$ cat src/rtl/fetch_pkg.sv
// Shared definitions for the instruction fetch unit and the cpu stage:
// assembler byte-index states, the default NOP word and tensor opcodes.
package fetch_pkg;

  // Which byte of the 32-bit word the assembler expects next (MSB first).
  typedef enum logic [1:0] {
    BYTE0 = 2'd0,
    BYTE1 = 2'd1,
    BYTE2 = 2'd2,
    BYTE3 = 2'd3
  } byte_idx_e;

  // Word issued to the cpu whenever nothing real is available.
  localparam logic [31:0] NOP_DEFAULT = 32'h0000_0000;

  // Opcodes (byte 3 of a word) shared with the cpu decoder.
  localparam logic [7:0] OP_TENSOR_BULK     = 8'h05;
  localparam logic [7:0] OP_TENSOR_LOAD_IMM = 8'h06;

  // Next assembler state after a byte has been taken.
  function automatic byte_idx_e next_byte_idx(input byte_idx_e idx);
    case (idx)
      BYTE0:   return BYTE1;
      BYTE1:   return BYTE2;
      BYTE2:   return BYTE3;
      default: return BYTE0;
    endcase
  endfunction

endpackage

$ cat src/rtl/instruction_fifo.sv
// Small synchronous FIFO of assembled instruction words. Occupancy is held
// in its own counter so full and empty never alias; read/write pointers
// wrap naturally because DEPTH is a power of two. Flush wins over push/pop.
module instruction_fifo #(
  parameter int DEPTH = 4,
  parameter int WIDTH = 32,
  localparam int AW   = $clog2(DEPTH)
) (
  input  logic             clk,
  input  logic             rst_n,
  input  logic             push,
  input  logic [WIDTH-1:0] push_data,
  input  logic             pop,
  input  logic             flush,
  output logic [WIDTH-1:0] head_data,
  output logic [AW:0]      count,
  output logic             full,
  output logic             empty
);

  logic [WIDTH-1:0] mem [DEPTH];
  logic [AW-1:0]    wr_ptr;
  logic [AW-1:0]    rd_ptr;
  logic             push_ok;
  logic             pop_ok;

  assign full      = (count == (AW+1)'(DEPTH));
  assign empty     = (count == '0);
  assign push_ok   = push && !full;
  assign pop_ok    = pop && !empty;
  assign head_data = mem[rd_ptr];

  // Storage write: data only, the pointers and count decide what is valid.
  // NOTE: the storage array is deliberately not reset; a reset loop over the
  // array would cost a reset net per bit and the count already masks stale data.
  always_ff @(posedge clk) begin
    if (push_ok) begin
      mem[wr_ptr] <= push_data;
    end
  end

  // Pointer and occupancy bookkeeping.
  // NOTE: state registers use non-blocking assignments so every register in
  // this block samples the pre-edge values of the others.
  always_ff @(posedge clk or negedge rst_n) begin
    if (!rst_n) begin
      wr_ptr <= '0;
      rd_ptr <= '0;
      count  <= '0;
    end else if (flush) begin
      wr_ptr <= '0;
      rd_ptr <= '0;
      count  <= '0;
    end else begin
      if (push_ok) wr_ptr <= wr_ptr + AW'(1);
      if (pop_ok)  rd_ptr <= rd_ptr + AW'(1);
      case ({push_ok, pop_ok})
        2'b10:   count <= count + (AW+1)'(1);
        2'b01:   count <= count - (AW+1)'(1);
        default: count <= count;
      endcase
    end
  end

endmodule

$ cat src/rtl/instruction_fetch_unit.sv
// Instruction fetch unit: assembles a byte-serial stream (MSB first) into
// 32-bit words, buffers them in instruction_fifo and issues one registered
// word per clock to the cpu, substituting NOP when nothing can be issued.
// Optional build macro FETCH_ISSUE_COUNTER_EN adds issue_count_out, a 16-bit
// wrapping count of issued (valid) words, cleared by reset and flush.
module instruction_fetch_unit
  import fetch_pkg::*;
#(
  parameter int          FIFO_DEPTH      = 4,
  parameter logic [31:0] NOP_INSTRUCTION = NOP_DEFAULT,
  localparam int         CW              = $clog2(FIFO_DEPTH) + 1
) (
  input  logic          clock_in,
  input  logic          reset_in,
  input  logic          byte_valid_in,
  input  logic [7:0]    byte_data_in,
  output logic          byte_ready_out,
  input  logic          stall_in,
  input  logic          flush_in,
  output logic [31:0]   current_instruction_out,
  output logic          instruction_valid_out,
  output logic [CW-1:0] fifo_count_out
`ifdef FETCH_ISSUE_COUNTER_EN
  ,
  output logic [15:0]   issue_count_out
`endif
);

  byte_idx_e   byte_idx;
  logic [23:0] partial;
  logic        byte_xfer;
  logic        fifo_push;
  logic        fifo_pop;
  logic        fifo_full;
  logic        fifo_empty;
  logic [31:0] fifo_head;
  logic [31:0] push_word;

  // Handshake and FIFO control; flush blocks intake and pre-empts any pop.
  // NOTE: every signal gets a default at the top of always_comb so no path
  // can leave it unassigned and infer a latch.
  always_comb begin
    byte_ready_out = 1'b0;
    byte_xfer      = 1'b0;
    fifo_push      = 1'b0;
    fifo_pop       = 1'b0;
    push_word      = {partial, byte_data_in};
    byte_ready_out = !fifo_full && !flush_in;
    byte_xfer      = byte_valid_in && byte_ready_out;
    fifo_push      = byte_xfer && (byte_idx == BYTE3);
    fifo_pop       = !flush_in && !stall_in && !fifo_empty;
  end

  instruction_fifo #(
    .DEPTH (FIFO_DEPTH),
    .WIDTH (32)
  ) u_fifo (
    .clk       (clock_in),
    .rst_n     (reset_in),
    .push      (fifo_push),
    .push_data (push_word),
    .pop       (fifo_pop),
    .flush     (flush_in),
    .head_data (fifo_head),
    .count     (fifo_count_out),
    .full      (fifo_full),
    .empty     (fifo_empty)
  );

  // Byte assembler: shift accepted bytes into the partial word, advance index.
  always_ff @(posedge clock_in or negedge reset_in) begin
    if (!reset_in) begin
      byte_idx <= BYTE0;
      partial  <= '0;
    end else if (flush_in) begin
      byte_idx <= BYTE0;
      partial  <= '0;
    end else if (byte_xfer) begin
      byte_idx <= next_byte_idx(byte_idx);
      partial  <= {partial[15:0], byte_data_in};
    end
  end

  // Issue stage: present the popped head for exactly one cycle, else NOP.
  always_ff @(posedge clock_in or negedge reset_in) begin
    if (!reset_in) begin
      current_instruction_out <= NOP_INSTRUCTION;
      instruction_valid_out   <= 1'b0;
    end else if (fifo_pop) begin
      current_instruction_out <= fifo_head;
      instruction_valid_out   <= 1'b1;
    end else begin
      current_instruction_out <= NOP_INSTRUCTION;
      instruction_valid_out   <= 1'b0;
    end
  end

`ifdef FETCH_ISSUE_COUNTER_EN
  // Issued-word counter; fifo_pop is exactly the condition that sets valid.
  always_ff @(posedge clock_in or negedge reset_in) begin
    if (!reset_in) begin
      issue_count_out <= '0;
    end else if (flush_in) begin
      issue_count_out <= '0;
    end else if (fifo_pop) begin
      issue_count_out <= issue_count_out + 16'd1;
    end
  end
`endif

endmodule

$ cat config.mk
export PLATFORM = sky130hd
export DESIGN_NAME = instruction_fetch_unit
export DESIGN_NICKNAME = d
export VERILOG_FILES = /design/src/rtl/fetch_pkg.sv /design/src/rtl/instruction_fifo.sv /design/src/rtl/instruction_fetch_unit.sv
export SDC_FILE = /design/constraint.sdc
export NUM_CORES = 1
export LEC_CHECK = 0
export BUFFER_PORTS_ARGS = -buffer_cell sky130_fd_sc_hd__buf_4
export CAP_MARGIN = 20
export CORE_ASPECT_RATIO = 0.75
export CORE_MARGIN = 4
export CORE_UTILIZATION = 30
export DETAILED_ROUTE_END_ITERATION = 7
export HOLD_SLACK_MARGIN = 0.15
export PLACE_DENSITY = 0.52
export SYNTH_ARGS = -nofsm -noshare
export SYNTH_HDL_FRONTEND = slang
export SYNTH_SLANG_ARGS = --single-unit
$ cat constraint.sdc
create_clock -name clock_in -period 2.47 [get_ports clock_in]
set_clock_uncertainty 0.1 [all_clocks]
set_input_delay 0.494 -clock clock_in [delete_from_list [all_inputs] [get_ports clock_in]]
set_output_delay 0.494 -clock clock_in [all_outputs]
set_load 0.01 [all_outputs]
==> results of run 1 <==
-- sequential cells by signal, indices dropped and copies added, names as in the netlist --
| name | count |
|---|---|
| u_fifo.mem | 128 |
| current_instruction_out | 32 |
| partial | 24 |
| u_fifo.count | 3 |
| byte_idx | 2 |
| u_fifo.rd_ptr | 2 |
| u_fifo.wr_ptr | 2 |
| instruction_valid_out | 1 |
-- synthesized netlist by cell type, types with 3 or more instances --
cell,number,area [um^2]
nor2_1,8,30.0
ha_1,5,62.6
nand2_1,52,195
buf_6,3,33.8
mux4_2,32,721
dfrtp_1,66,1650
buf_2,12,60.1
xnor2_1,5,43.8
o21ai_1,4,20.0
edfxtp_1,128,3840
clkbuf_1,4,15.0
o21ai_0,24,120
inv_1,4,15.0
and2_1,4,25.0
nor2b_1,32,200
a21oi_1,3,15.0
-- repair_timing --
| action | 4_1_cts | 5_1_grt |
|---|---|---|
| endpoints found under the setup margin | 0 | 1 |
| hold buffers | 1 | 0 |
| hold endpoints to repair | 46 | 0 |
-- layout make-up --
| cell class | count | area share [%] |
|---|---|---|
| inverters | 5 | 0.215 |
| clock inverters | 8 | 0.905 |
| flip-flops and latches | 194 | 63.1 |
| well taps | 306 | 4.40 |
| multi-input cells | 193 | 18.9 |
| clock buffers | 24 | 5.42 |
| repair buffers | 67 | 7.10 |
-- layer usage --
metal  vias to the layer above  GRT usage, %  part of all wire (%)
met5                         -             0                     0
met4                         0          4.52                   1.8
met3                        22          2.54                   4.0
met2                        84          17.1                    47
met1                      1838          15.5                    47
li1                       1663             -                     -
-- power by group --
part	switching [mW]	total [mW]	internal, mW
Combinational	0.0945	0.157	0.0628
Sequential	0.0379	3.53	3.50
Clock	1.13	2.58	1.44
Total	1.27	6.27	5.00
-- worst paths after layout --
kind,from,endpoint,slack [ns],cells after the start
setup / recovery,u_fifo.count[1],u_fifo.count[1],0.13,6
hold / removal,byte_data_in[7],u_fifo.mem[0][7],0.18,1
setup reg to reg,u_fifo.count[1],u_fifo.count[1],0.13,6
hold reg to reg,partial[20],u_fifo.mem[3][28],0.41,0
max in group asynchronous,reset_in,current_instruction_out[24],1.08,3
min in group asynchronous,reset_in,current_instruction_out[26],0.56,2
-- cell families after synthesis --
kind of cell | count (synthesis) | synth area share, %
compound gates | 40 | 3.11
simple gates | 109 | 7.58
buf+inv | 27 | 2.01
xor+xnor | 5 | 0.602
fa+ha+maj | 6 | 1.13
mux | 33 | 10.0
flops | 194 | 75.5
-- per-stage QoR --
step | instances | hold WS (ns) | power, mW | area [um^2] | setup WS (ns)
finish | 797 | 0.177 | 6.27 | 8710 | 0.133
detailed placement | 764 | 0.406 | 3.76 | 8150 | 0.0287
CTS | 797 | 0.151 | 6.35 | 8710 | 0.0738
floorplan | 414 | 0.0984 | 3.66 | 7280 | 0.00478
global placement | 764 | 0.401 | 3.76 | 8150 | 0.165
global route | 797 | 0.162 | 6.51 | 8710 | 0.0396
==> reports/metrics.yaml, run 1 <==
status: "finished, final reports clean"
insertion_delay_ns: 0.43
hp-class: "input pin to register"
worstPathRequired_ns: 2.71
antenna_found_initial: 0
startpoint_type: "register"
synthCells: 414
drt_iter0_drc: 217
grt_pass1_wl_mm: 22.7
cts_num_sinks: 194
p_per_area_nw_per_um2: 720
core_area_um2: 23900
ios: 50
antenna_left: 0
ys.flop_type: "edfxtp_1"
cts_tree: "yes"
maxCapViolCount: 0
wl_mm: 14.1
syn_to_final_growth_pct: 19.7
path_max_fanout: 8
ir_drop_mv: 0.471
path_cells: "nor3_4, or3_1, nor2_1, fa_1, or4b_1, o221ai_1"
nets: 497
rsz0062_at_grt: "no"
max_freq_ghz: 0.428
worst_slew_pin_slew_ns: 0.698
drc: 0
p_leak_nw: 3.19
worstSetupPathType: "register to register"
max_slew_margin_pct: 53.5
cp_num_buf_inv: 0
multiInputGateArea_um2: 1640
hold_viol: 0
die_x_um: 188
post-route-min-period_ns: 2.34
syn_area_um2: 7280
crit_family: "simple AND/OR/NAND/NOR gates"
htreeDepth: 4
fill_cells: 2266
fin_util_pct: 36.4
grt_max_degree: 51
wire_per_inst_um: 17.7
antennaDiodeCount: 0
finalSetupViolCount: 0
die_area_um2: 26800
final_common_cell: "edfxtp_1"
clock_path_buffers: 2
avgSynthCellArea_um2: 17.6
num_vias: 3607
dp_hpwl_mm: 8.17
post_cts_buffers: 0
cts-root-buf: "clkbuf_16"
ys_seq_elements: 194
start_util_pct: 30.4
viasPerCell: 4.53
tns_ns: 0
drive_above_1_share_pct: 26.1
crit_path_top_delay_cell: "fa_1"
first_global_vias: 3893
firstDrtPassIters: 4
cts.clk_slew.worst_paths_ns: 0.07
cp-end-kind: "register"
synth_fp_nets: 433
track_usage_pct: 11.1
cp.arrival_ns: 2.57
place_congestion: 0.678
dieHeight_um: 143
layout_common_cells: "128 x edfxtp_1, 65 x dfrtp_1, 57 x buf_4, 52 x nand2_1"
finalMaxSlewViolations: 0
synth-edff-count: 128
overflow: 0
ys_warn_count: 0
yosysSeqAreaShare_pct: 75.5
rows: 49
seq_area_um2: 5500
numCtsBuffers: 17
critPathMaxStageDelay_ns: 0.52
final.period_utilization_pct: 94.6
synth_cell_types: 37
synth-async-reset-ratio_pct: 34.0
cts_resized: 0
io_buffers: 49
Power figures use the tool's default switching activity.
==> run 2: changes to the inputs <==
--- a/config.mk
+++ b/config.mk
@@ -9,10 +9,10 @@
 export CAP_MARGIN = 20
 export CORE_ASPECT_RATIO = 0.75
 export CORE_MARGIN = 4
-export CORE_UTILIZATION = 30
+export CORE_UTILIZATION = 40
 export DETAILED_ROUTE_END_ITERATION = 7
 export HOLD_SLACK_MARGIN = 0.15
-export PLACE_DENSITY = 0.52
+export PLACE_DENSITY = 0.64
 export SYNTH_ARGS = -nofsm -noshare
 export SYNTH_HDL_FRONTEND = slang
 export SYNTH_SLANG_ARGS = --single-unit
==> run 2 against run 1 <==
Maximum frequency shrank 1.9%. Sequential share of layout area up 0.51 points. Clock-buffer cell count shrank 6. Power increased by 2.9%. Flip-flop and latch count is the same. Cell area down 0.78%. Setup slack worse by 0.045 ns. Register-to-register slack worse by 0.05 ns. Critical endpoint unchanged. Largest cell class unchanged.
==> reports/metrics.yaml, run 2 (synthesis results as in run 1) <==
status: "finished, final reports clean"  # unchanged
firstDrtPassIters: 4  # unchanged
nets: 498  # was 497
worst_slew_pin_slew_ns: 0.727  # was 0.698 ns
numCtsBuffers: 17  # unchanged
cp.arrival_ns: 2.62  # was 2.57 ns
crit_family: "simple AND/OR/NAND/NOR gates"  # unchanged
maxCapViolCount: 0  # unchanged
startpoint_type: "register"  # unchanged
cts.clk_slew.worst_paths_ns: 0.08  # was 0.07 ns
dieHeight_um: 125  # was 143 um
largest_reg_flops: 128  # unchanged
place_area_um2: 8020  # was 8150 um^2
grt_pass1_wl_mm: 21.3  # was 22.7 mm
cp-end-kind: "register"  # unchanged
finalMaxSlewViolations: 0  # unchanged
r2r_cells: 7  # was 6
drive_above_1_share_pct: 27.6  # was 26.1%
viasPerCell: 5.01  # was 4.53
overflow: 0  # unchanged
cts_num_sinks: 194  # unchanged
first_global_vias: 3856  # was 3893
grt_max_degree: 52  # was 51
regMostFlops: "u_fifo.mem"  # unchanged
drc: 0  # unchanged
place_congestion: 0.685  # was 0.678
antenna_found_initial: 0  # unchanged
final_common_cell: "edfxtp_1"  # unchanged
worst_slack_ns: 0.0874  # was 0.133 ns
start_util_pct: 41.0  # was 30.4%
path_cells: "ha_1, nand3b_1, a21oi_2, nor2_1, fa_1, or4b_1, o221ai_2"  # was nor3_4, or3_1, nor2_1, fa_1, or4b_1, o221ai_1
cp_num_buf_inv: 0  # unchanged
p_per_area_nw_per_um2: 747  # was 720 nW/um^2
ir_drop_mv: 0.411  # was 0.471 mV
p_leak_nw: 3.21  # was 3.19 nW
track_usage_pct: 13.8  # was 11.1%
clock_path_buffers: 2  # unchanged
drt_iter0_drc: 274  # was 217
rows: 42  # was 49
min_path_cells: 1  # unchanged
io_buffers: 49  # unchanged
wl_mm: 13.4  # was 14.1 mm
path_depth: 7  # was 6
ios: 50  # unchanged
antenna_left: 0  # unchanged
wire_per_inst_um: 18.2  # was 17.7 um
max_slew_margin_pct: 51.6  # was 53.5%
critPathMaxStageDelay_ns: 0.51  # was 0.52 ns
crit_path_top_delay_cell: "fa_1"  # unchanged
hp-class: "input pin to register"  # unchanged
dp_hpwl_mm: 7.51  # was 8.17 mm
postLayoutCellArea_um2: 8640  # was 8710 um^2
layout_common_cells: "128 x edfxtp_1, 64 x dfrtp_1, 62 x buf_4, 52 x nand2_1"  # was 128 x edfxtp_1, 65 x dfrtp_1, 57 x buf_4, 52 x nand2_1
biggestRegsByFlops: "u_fifo.mem: 128 flops, current_instruction_out: 32 flops, partial: 24 flops"  # unchanged
htreeDepth: 4  # unchanged
syn_to_final_growth_pct: 18.8  # was 19.7%
max_freq_ghz: 0.420  # was 0.428 GHz
core_area_um2: 17800  # was 23900 um^2
final.period_utilization_pct: 96.5  # was 94.6%
hold_viol: 0  # unchanged
insertion_delay_ns: 0.43  # about the same
post-route-min-period_ns: 2.38  # was 2.34 ns
path_max_fanout: 4  # was 8
worstPathRequired_ns: 2.71  # about the same
finalSetupViolCount: 0  # unchanged
cts_tree: "yes"  # unchanged
cts-root-buf: "clkbuf_16"  # unchanged
die_x_um: 164  # was 188 um
antennaDiodeCount: 0  # unchanged
post-place-ws_ns: 0.0212  # was 0.0287 ns
die_area_um2: 20400  # was 26800 um^2
worstSetupPathType: "register to register"  # unchanged
total_power_mw: 6.45  # was 6.27 mW
num_vias: 3677  # was 3607
[run 2: routing by layer]
layer,global-route usage (%),wire length [um]
met3,3.87,789
met1,19.2,6020
met2,21.6,6440
met4,3.40,121
met5,0,0
[run 2: final cells by class]
class | instances | area (um^2)
clock buffers | 18 | 429
clock inverters | 14 | 169
flip-flops and latches | 194 | 5500
inverters | 5 | 18.8
well taps | 242 | 303
fillers | 1533 | 9120
multi-input cells | 193 | 1650
repair buffers | 68 | 576
[run 2: worst paths after layout]
path	startpoint	endpoint	slack [ns]
setup / recovery	byte_idx[0]	u_fifo.count[1]	0.09
max in group asynchronous	reset_in	current_instruction_out[16]	1.01
setup reg to reg	byte_idx[0]	u_fifo.count[1]	0.09
hold reg to reg	partial[22]	u_fifo.mem[0][30]	0.42
min in group asynchronous	reset_in	instruction_valid_out	0.58
hold / removal	byte_data_in[1]	u_fifo.mem[2][1]	0.17
[run 2: where the power goes]
| part | leakage, nW | switching [mW] | total (mW) | internal, mW |
|---|---|---|---|---|
| Sequential | 2.11 | 0.0356 | 3.53 | 3.49 |
| Combinational | 0.814 | 0.0946 | 0.151 | 0.0567 |
| Clock | 0.290 | 1.24 | 2.77 | 1.53 |
[run 2: through the flow]
| step | utilization [%] | std cells | hold slack (ns) | setup TNS [ns] |
|---|---|---|---|---|
| floorplan | - | 414 | 0.0984 | 0 |
| global placement | 45.1 | 700 | 0.394 | 0 |
| detailed placement | 45.1 | 700 | 0.415 | 0 |
| CTS | 48.6 | 733 | 0.159 | 0 |
| global route | 48.7 | 734 | 0.155 | -0.0316 |
| finish | 48.7 | 734 | 0.172 | 0 |
[run 2: what timing repair did]
item,4_1_cts,5_1_grt
hold buffers,1,0
setup endpoints to repair,0,1
buffers inserted,0,1
endpoints found under the hold margin,50,0
gates resized for setup,0,2
==> run 3: changes to the inputs <==
--- a/config.mk
+++ b/config.mk
@@ -7,7 +7,6 @@
 export LEC_CHECK = 0
 export BUFFER_PORTS_ARGS = -buffer_cell sky130_fd_sc_hd__buf_4
 export CAP_MARGIN = 20
-export CORE_ASPECT_RATIO = 0.75
 export CORE_MARGIN = 4
 export CORE_UTILIZATION = 40
 export DETAILED_ROUTE_END_ITERATION = 7
==> run 3 against run 2 <==
First-iteration DRC count fell by 2.9%. Final cell count fell by 2.3%. Critical path type unchanged. Register-to-register slack improved by 0.05 ns. Critical endpoint unchanged. Largest power group unchanged. Power fell by 2.5%. Critical path depth fell by 1. Highest routed layer unchanged. Setup slack improved by 0.051 ns.
==> reports/metrics.yaml, run 3 (synthesis results as in run 1) <==
overflow: 0  # unchanged
insertion_delay_ns: 0.43  # about the same
drt_iter0_drc: 266  # was 274
clkPwrFrac_pct: 41.5  # was 42.9%
wl_met1_mm: 5.85  # was 6.02 mm
tns_ns: 0  # unchanged
intPower_mw: 4.96  # was 5.08 mW
wl_met2_mm: 6.57  # was 6.44 mm
maxCapViolCount: 0  # unchanged
crit_family: "simple AND/OR/NAND/NOR gates"  # unchanged
p_per_area_nw_per_um2: 733  # was 747 nW/um^2
drc: 0  # unchanged
place_area_um2: 8010  # was 8020 um^2
max_freq_ghz: 0.429  # was 0.420 GHz
first_global_vias: 3834  # was 3856
total_power_mw: 6.29  # was 6.45 mW
finalMaxSlewViolations: 0  # unchanged
cts_num_sinks: 194  # unchanged
cp_num_buf_inv: 0  # unchanged
crit_path_top_delay_cell: "fa_1"  # unchanged
net-switching-power_mw: 1.33  # was 1.37 mW
firstDrtPassIters: 5  # was 4
share_comb_of_total_power_pct: 2.4  # was 2.3%
largest_reg_flops: 128  # unchanged
max_slew_margin_pct: 61.2  # was 51.6%
track_usage_pct: 13.8  # about the same
worst_slack_ns: 0.138  # was 0.0874 ns
cp.arrival_ns: 2.57  # was 2.62 ns
regMostFlops: "u_fifo.mem"  # unchanged
hold_viol: 0  # unchanged
finalSetupViolCount: 0  # unchanged
io_buffers: 49  # unchanged
dp.cells: 685  # was 700
ir_drop_mv: 0.481  # was 0.411 mV
ios: 50  # unchanged
postLayoutCellArea_um2: 8580  # was 8640 um^2
core_area_um2: 17900  # was 17800 um^2
p_sw_share_pct: 21.1  # was 21.2%
routed-wl-met3_um: 454  # was 789 um
antenna_found_initial: 0  # unchanged
cts_tree: "yes"  # unchanged
die_x_um: 143  # was 164 um
start_util_pct: 40.6  # was 41.0%
grt_pass1_wl_mm: 21.2  # was 21.3 mm
drive_above_1_share_pct: 26.6  # was 27.6%
path_cells: "nor3_4, or3_1, nor2_1, fa_1, or4b_1, o221ai_1"  # was ha_1, nand3b_1, a21oi_2, nor2_1, fa_1, or4b_1, o221ai_2
fill_cells: 1517  # was 1533
final_common_cell: "edfxtp_1"  # unchanged
dp_hpwl_mm: 7.52  # was 7.51 mm
p_leak_nw: 3.19  # was 3.21 nW
clock_path_buffers: 2  # unchanged
dieHeight_um: 143  # was 125 um
layout_common_cells: "128 x edfxtp_1, 65 x dfrtp_1, 57 x buf_4, 52 x nand2_1"  # was 128 x edfxtp_1, 64 x dfrtp_1, 62 x buf_4, 52 x nand2_1
rows: 49  # was 42
fin_util_pct: 47.9  # was 48.7%
post-place-ws_ns: 0.0848  # was 0.0212 ns
status: "finished, final reports clean"  # unchanged
antenna_left: 0  # unchanged
viasPerCell: 5.03  # was 5.01
numCtsBuffers: 17  # unchanged
path_max_fanout: 8  # was 4
htreeDepth: 4  # unchanged
post-route-min-period_ns: 2.33  # was 2.38 ns
cts.clk_slew.worst_paths_ns: 0.07  # was 0.08 ns
syn_to_final_growth_pct: 17.9  # was 18.8%
place_congestion: 0.737  # was 0.685
antennaDiodeCount: 0  # unchanged
startpoint_type: "register"  # unchanged
holdWs_ns: 0.177  # was 0.172 ns
biggestRegsByFlops: "u_fifo.mem: 128 flops, current_instruction_out: 32 flops, partial: 24 flops"  # unchanged
critPathMaxStageDelay_ns: 0.52  # was 0.51 ns
die_area_um2: 20400  # about the same
worstPathRequired_ns: 2.71  # about the same
cts_resized: 0  # unchanged
num_vias: 3606  # was 3677
cts-root-buf: "clkbuf_16"  # unchanged
grt_max_degree: 51  # was 52
worst_slew_pin_slew_ns: 0.582  # was 0.727 ns
cp-end-kind: "register"  # unchanged
wl_mm: 13.1  # was 13.4 mm
hp-class: "input pin to register"  # unchanged
top_layer_used: "met4"  # unchanged
rsz0062_at_grt: "no"
worstSetupPathType: "register to register"  # unchanged
nets: 495  # was 498
final.period_utilization_pct: 94.4  # was 96.5%
p_seq_share_pct: 56.1  # was 54.7%
wire_per_inst_um: 18.2  # about the same
instances_no_fill: 717  # was 734
[run 3: power by group through the flow]
stage	Sequential, mW	Combinational [mW]	Clock [mW]
5_1_grt	3.53	0.173	2.82
6_report	3.53	0.151	2.61
3_5_place_dp	3.60	0.153	0
4_1_cts	3.53	0.156	2.67
3_3_place_gp	3.60	0.150	0
2_1_floorplan	3.59	0.0751	0
[run 3: layout make-up]
cell class	instances	area [um^2]	area share [%]
sequential	194	5500	64.0
multi-input combinational	193	1640	19.1
timing repair buffer	65	578	6.74
clock buffer	18	429	5.00
tap	229	287	3.34
clock inverter	13	130	1.52
inverter	5	18.8	0.219
[run 3: repair_timing]
| item | 4_1_cts | 5_1_grt |
|---|---|---|
| hold buffers | 1 | 0 |
| endpoints found under the hold margin | 38 | 0 |
| setup endpoints to repair | 0 | 0 |
| buffers inserted | 0 | 0 |
[run 3: final timing paths]
check | start | end | slack (ns) | cells after the start
worst min-delay path | byte_data_in[7] | u_fifo.mem[0][7] | 0.18 | 1
max in group asynchronous | reset_in | current_instruction_out[31] | 1.19 | 3
worst max-delay path | u_fifo.count[1] | u_fifo.count[1] | 0.14 | 6
min in group asynchronous | reset_in | current_instruction_out[14] | 0.51 | 2
worst min register to register | partial[18] | u_fifo.mem[3][26] | 0.43 | 0
worst max register to register | u_fifo.count[1] | u_fifo.count[1] | 0.14 | 6
[run 3: metal layers]
metal / GRT usage, % / vias up
li1: - / 1654
met1: 18.4 / 1868
met2: 22.2 / 70
met3: 3.28 / 14
met4: 5.05 / 0
met5: 0 / -
